<file path="src/rtl/uart_rx_if.sv">
// Receive-side bundle of a UART: serial line in, received byte and status out.
// The receiver connects through the slave modport; whoever drives the line
// and consumes the bytes uses the master modport.
interface uart_rx_if;
  logic       rx;     // serial line, idle high, 8N1
  logic [7:0] rxdw;   // last received data byte
  logic       rxrdy;  // one-cycle pulse: rxdw valid and new
  logic       ferr;   // one-cycle pulse: stop bit sampled low
  logic       busy;   // frame in progress

  modport master (
    output rx,
    input  rxdw,
    input  rxrdy,
    input  ferr,
    input  busy
  );

  modport slave (
    input  rx,
    output rxdw,
    output rxrdy,
    output ferr,
    output busy
  );
endinterface

</file>
<file path="src/rtl/uart_rx.sv">
// 8N1 UART receiver. The line is synchronised, the start bit is confirmed at
// its centre, data bits are sampled at their centres LSB first and the stop
// bit decides between a data-ready pulse and a framing-error pulse.
module uart_rx #(
  parameter int unsigned CLKS_PER_BIT = 868
) (
  input  logic      clk,
  input  logic      rst,
  uart_rx_if.slave  bus
);

  localparam int unsigned CW = $clog2(CLKS_PER_BIT);
  localparam logic [CW-1:0] HALF = CW'(CLKS_PER_BIT / 2 - 1);
  localparam logic [CW-1:0] FULL = CW'(CLKS_PER_BIT - 1);

  typedef enum logic [1:0] {IDLE, START, DATA, STOP} state_t;

  state_t        state;
  logic [CW-1:0] baud_cnt;
  logic [2:0]    bit_cnt;
  logic [7:0]    shreg;
  logic          rx_meta;
  logic          rx_s;
  logic [7:0]    data;
  logic          rdy;
  logic          err;
  logic          active;

  // Two-flop synchroniser for the asynchronous line; resets to the idle level
  // so a reset never looks like a start edge.
  // NOTE: every clocked block uses non-blocking assignments so all flops
  // update together and simulation matches the synthesised netlist.
  always_ff @(posedge clk) begin
    if (rst) begin
      rx_meta <= 1'b1;
      rx_s    <= 1'b1;
    end else begin
      rx_meta <= bus.rx;
      rx_s    <= rx_meta;
    end
  end

  // Frame FSM with registered outputs; pulses default low every cycle.
  always_ff @(posedge clk) begin
    if (rst) begin
      state    <= IDLE;
      baud_cnt <= '0;
      bit_cnt  <= '0;
      shreg    <= '0;
      data     <= '0;
      rdy      <= 1'b0;
      err      <= 1'b0;
      active   <= 1'b0;
    end else begin
      rdy <= 1'b0;
      err <= 1'b0;
      case (state)
        IDLE: begin
          baud_cnt <= '0;
          bit_cnt  <= '0;
          // A line still low after a framing error simply restarts a frame.
          if (!rx_s) begin
            state  <= START;
            active <= 1'b1;
          end
        end

        START: begin
          if (baud_cnt == HALF) begin
            baud_cnt <= '0;
            if (!rx_s) begin
              state <= DATA;
            end else begin
              // Line back high at mid start bit: a glitch, not a frame.
              state  <= IDLE;
              active <= 1'b0;
            end
          end else begin
            baud_cnt <= baud_cnt + CW'(1);
          end
        end

        DATA: begin
          if (baud_cnt == FULL) begin
            baud_cnt <= '0;
            shreg    <= {rx_s, shreg[7:1]};
            bit_cnt  <= bit_cnt + 3'd1;  // wraps 7 -> 0 on the way out
            if (bit_cnt == 3'd7) begin
              state <= STOP;
            end
          end else begin
            baud_cnt <= baud_cnt + CW'(1);
          end
        end

        STOP: begin
          if (baud_cnt == FULL) begin
            baud_cnt <= '0;
            state    <= IDLE;
            active   <= 1'b0;
            if (rx_s) begin
              data <= shreg;
              rdy  <= 1'b1;
            end else begin
              err <= 1'b1;
            end
          end else begin
            baud_cnt <= baud_cnt + CW'(1);
          end
        end

        default: begin
          state  <= IDLE;
          active <= 1'b0;
        end
      endcase
    end
  end

  assign bus.rxdw  = data;
  assign bus.rxrdy = rdy;
  assign bus.ferr  = err;
  assign bus.busy  = active;

endmodule

</file>
<file path="src/flat_wrapper.sv">
// flat-port wrapper written by rule: the top's interface ports become plain ports
module uart_rx_flat 
#(
  parameter int unsigned CLKS_PER_BIT = 868
)
  (clk, rst, bus_rx, bus_rxdw, bus_rxrdy, bus_ferr, bus_busy);
  uart_rx_if bus_i ();
  input  logic clk;
  input  logic rst;
  input wire logic [$bits(bus_i.rx)-1:0] bus_rx;
  output wire logic [$bits(bus_i.rxdw)-1:0] bus_rxdw;
  output wire logic [$bits(bus_i.rxrdy)-1:0] bus_rxrdy;
  output wire logic [$bits(bus_i.ferr)-1:0] bus_ferr;
  output wire logic [$bits(bus_i.busy)-1:0] bus_busy;
  assign bus_i.rx = bus_rx;
  assign bus_rxdw = bus_i.rxdw;
  assign bus_rxrdy = bus_i.rxrdy;
  assign bus_ferr = bus_i.ferr;
  assign bus_busy = bus_i.busy;
  uart_rx #(.CLKS_PER_BIT(CLKS_PER_BIT)) u_core (.clk(clk), .rst(rst), .bus(bus_i));
endmodule
</file>
<file path="config.mk">
export PLATFORM = sky130hd
export DESIGN_NAME = uart_rx_flat
export DESIGN_NICKNAME = d
export VERILOG_FILES = /design/src/rtl/uart_rx_if.sv /design/src/rtl/uart_rx.sv /design/src/flat_wrapper.sv
export SDC_FILE = /design/constraint.sdc
export NUM_CORES = 1
export LEC_CHECK = 0
export CORE_MARGIN = 2
export CORE_UTILIZATION = 50
export DETAILED_ROUTE_END_ITERATION = 7
export PLACE_DENSITY = 0.79
export SLEW_MARGIN = 20
export SYNTH_ARGS = -nofsm -noshare
export SYNTH_HDL_FRONTEND = slang
export SYNTH_SLANG_ARGS = --single-unit
</file>
<file path="constraint.sdc">
create_clock -name clk -period 2 [get_ports clk]
set_input_delay 0.4 -clock clk [delete_from_list [all_inputs] [get_ports clk]]
set_output_delay 0.4 -clock clk [all_outputs]
set_load 0.02 [all_outputs]
</file>
==> metrics.csv <==
stage,metric,value,unit
pwr,PwrDens,708,nW/um2
critical_path,Reg-to-Reg Start,u_core.baud_cnt[0]$_SDFF_PP0_,
die,Die Footprint,3510,um2
sta,"Hold Vio Cnt, Final",0,
sta,worst setup slack after layout,0.204,ns
synthesis,XOR/XNOR Fraction of Synth Area,0.0459,
critical_path,CP startpoint kind,flip-flop,
sta,RSZ-0062 raised after global routing,no,
critical_path,Max stage delay on crit path,0.48,ns
clock_network,"Reg clk slew, reported paths",0.10,ns
critical_path,Worst Path Buf+Inv,0,
synthesis,Post-Syn Instances,155,
critical_path,Crit Path Max Fanout,10,
synthesis,top area cells in the synthesized netlist,"dfxtp_1 (47%), mux2i_1 (11%), nor2_1 (7.4%), ha_1 (3.3%), xor2_1 (2.9%)",
global_routing,initial antenna violation count,0,
sta,Slew HR,0.689,
synthesis,"EDFF count, synth",0,
sta,clk_skew,0.00641,ns
synthesis,main combinational cell family by area after synthesis,simple AND/OR/NAND/NOR gates,
sta,Max Clock Freq,557,MHz
finish,FILL cells,261,
global_routing,vias in the first global route,1137,
critical_path,WP data required,2.22,ns
critical_path,Worst R2R Setup Slack,0.20,ns
clock_network,worst skew pair latency,0.34,ns
synthesis,mapped cell area,1530,um2
critical_path,R2R depth,5,
critical_path,slowest library cell on the worst path,a32oi_2,
routing,Routed WL,2690,um
routing,Starting DRT DRC Count,34,
synthesis,Compound-Gate Fraction of Synth Area,0.0550,
sta,worst slew pin tran,0.466,ns
sta,fin crit share,0.898,
synthesis,mux cell area share after synthesis,0.105,
finish,Layout Cells excl Fill,205,
synthesis,post-synthesis adder-cell area fraction,0.0328,
global_routing,overall routing resource usage,0.188,
synthesis,area share of the largest cell type after synthesis,0.473,
critical_path,CP endpoint kind,flip-flop,
die,I/O Pins,14,
global_routing,largest net degree at the start of global routing,24,
clock_network,Num CTS Buffers,5,
synthesis,Post-Syn Nets,162,
routing,DRT Pass-1 Iters,3,
die,row count,20,
global_routing,first-pass GRT wire length,4870,um
critical_path,reg2reg end,u_core.baud_cnt[3]$_SDFF_PP0_,
sta,setup TNS,0,ns
routing,Detail Route Antenna Nets,0,
die,Die H,59.2,um
pwr,leakage power,0.771,nW
placed_design,IO Port Bufs,13,
critical_path,"Cell Chain, Critical Path",ha_1 -> and4bb_4 -> nand4_4 -> a32oi_2 -> nor2_1,
critical_path,cell count along the critical path,5,
finish,Register Area,721,um2
flow_run,Max-cap violations,0,
critical_path,dominant delay contributor by cell family on the critical path,simple AND/OR/NAND/NOR gates,
finish,Final nets,178,
die,core area,2980,um2
synthesis,Synth Register Bits,36,
clock_network,"Setup Fix Bufs, Post-CTS",0,
placed_design,"worst slack, placed",0.195,ns
hold_path,Worst Hold Class,flip-flop to flip-flop,
critical_path,Worst Setup SP,u_core.baud_cnt[0]$_SDFF_PP0_,
sta,Max Slew Vio Count,0,
finish,layout cells sized above 1,0.128,
routing,# DRC,0,
die,Die Wd,59.2,um
sta,post-route minimum period,1.80,ns
sta,setup violators final,0,
run_status,outcome,"complete, no violations",
synthesis,"Avg Cell Area, Syn",9.84,um2
clock_network,Clock Root Buffer,clkbuf_4,
synthesis,Ys Warns,0,
hold_path,hold_sp,u_core.rx_meta$_SDFF_PP1_,
finish,number of diodes,0,
synthesis,Post-synth ARST share,0,
finish,Multi-input gate area,746,um2
synthesis,simple-gate share of the synthesized area,0.250,
synthesis,sequential-to-total area share from yosys stat,0.473,
clock_network,Clock Path Buffers,2,
critical_path,Setup CP Type,flip-flop to flip-flop,
critical_path,Arrival @ worst endpoint,2.01,ns
finish,Area growth syn-to-layout,15.6,%
routing,drt wl/cell,13.1,um
synthesis,"Top FF cell, synth",dfxtp_1,
synthesis,unique cell type count in the Yosys netlist,37,
placed_design,post-DP HPWL,1990,um
clock_network,CTS tree,yes,
clock_network,Clock Sinks,36,
clock_network,# H-tree levels,2,
die,starting density of the core,0.512,
global_routing,total grt overflow,0,
clock_network,Post-CTS Hold Buffers,0,
placed_design,placed cells,197,
pwr,Peak supply drop,432,uV
placed_design,Placer Congestion,0.774,
routing,Vias/cell,5.57,
synthesis,largest area contributor in the netlist,dfxtp_1,
clock_network,cts repair resizes,0,
routing,Via Count,1141,
finish,most common library cell in the layout ignoring fill and taps,dfxtp_1,
finish,most frequent cells in the layout,"dfxtp_1 (36), nor2_1 (30), mux2i_1 (16)",
critical_path,Setup crit end,u_core.baud_cnt[3]$_SDFF_PP0_,
-- cell usage after synthesis (2+ instances only) --
cell type  count
dfxtp_1       36
nor2_1        30
mux2i_1       16
nand2_1        7
nand4_1        6
clkbuf_1       5
inv_1          5
nand3_1        5
xor2_1         5
ha_1           4
a31oi_1        3
o21ai_0        3
xnor2_1        3
a21oi_1        2
nor3_1         2
or2_2          2
-- metrics by stage --
stage                     cell area, um2  total power [W]  hold slack (ns)  utilization
after floorplan                     1530         0.000760            0.389            -
after detailed placement            1690         0.000772            0.398        0.566
after global routing                1760          0.00130            0.427        0.592
after global placement              1690         0.000771            0.394        0.566
final                               1760          0.00125            0.419        0.592
after CTS                           1760          0.00127            0.422        0.592
-- worst min path at each step --
stage	end	slack [ns]	depth (start not counted)
3_5_place_dp	u_core.rx_s$_SDFF_PP1_	0.40	1
4_1_cts	u_core.rx_s$_SDFF_PP1_	0.42	1
2_1_floorplan	u_core.rx_s$_SDFF_PP1_	0.39	1
5_1_grt	u_core.rx_s$_SDFF_PP1_	0.43	1
3_3_place_gp	u_core.rx_s$_SDFF_PP1_	0.39	1
6_report	u_core.rx_s$_SDFF_PP1_	0.42	1
-- logic make-up (layout without fill, tap and decap cells) --
family | after synthesis | count (layout)
buffers and inverters | 13 | 30
adder cells (fa/ha/maj) | 4 | 4
AND/OR/NAND/NOR | 66 | 66
AO/OA/AOI/OAI | 12 | 12
XOR/XNOR | 8 | 8
multiplexers | 16 | 16
flip-flops | 36 | 36
-- sequential cells by signal, indices dropped and copies added, names as in the netlist, named ones only --
name              count
u_core.baud_cnt      10
u_core.bit_cnt        3
u_core.bus.busy       1
u_core.bus.ferr       1
u_core.bus.rxdw       8
u_core.bus.rxrdy      1
u_core.rx_meta        1
u_core.rx_s           1
u_core.shreg          8
u_core.state          1
-- cell type report --
| type | count | area share |
|---|---|---|
| clock inverters | 2 | 0.0199 |
| multi-input cells | 106 | 0.423 |
| inverters | 5 | 0.0106 |
| well taps | 33 | 0.0234 |
| flip-flops and latches | 36 | 0.409 |
| repair buffers | 17 | 0.0908 |
| clock buffers | 6 | 0.0234 |
-- power by group --
| group | switching, W | internal (W) |
|---|---|---|
| clock network | 0.000231 | 0.000262 |
| logic | 0.0000170 | 0.0000116 |
| registers | 0.00000510 | 0.000721 |
| total | 0.000253 | 0.000995 |
-- metal layers --
layer  routed length (um)  vias up  GRT usage
met3                  109        8     0.0655
met1                 1100      542      0.200
met5                    0        -          0
li1                     -      571          -
met4                   75        0      0.110
met2                 1410       20      0.319
No activity file was read; power rests on OpenSTA's default activity.
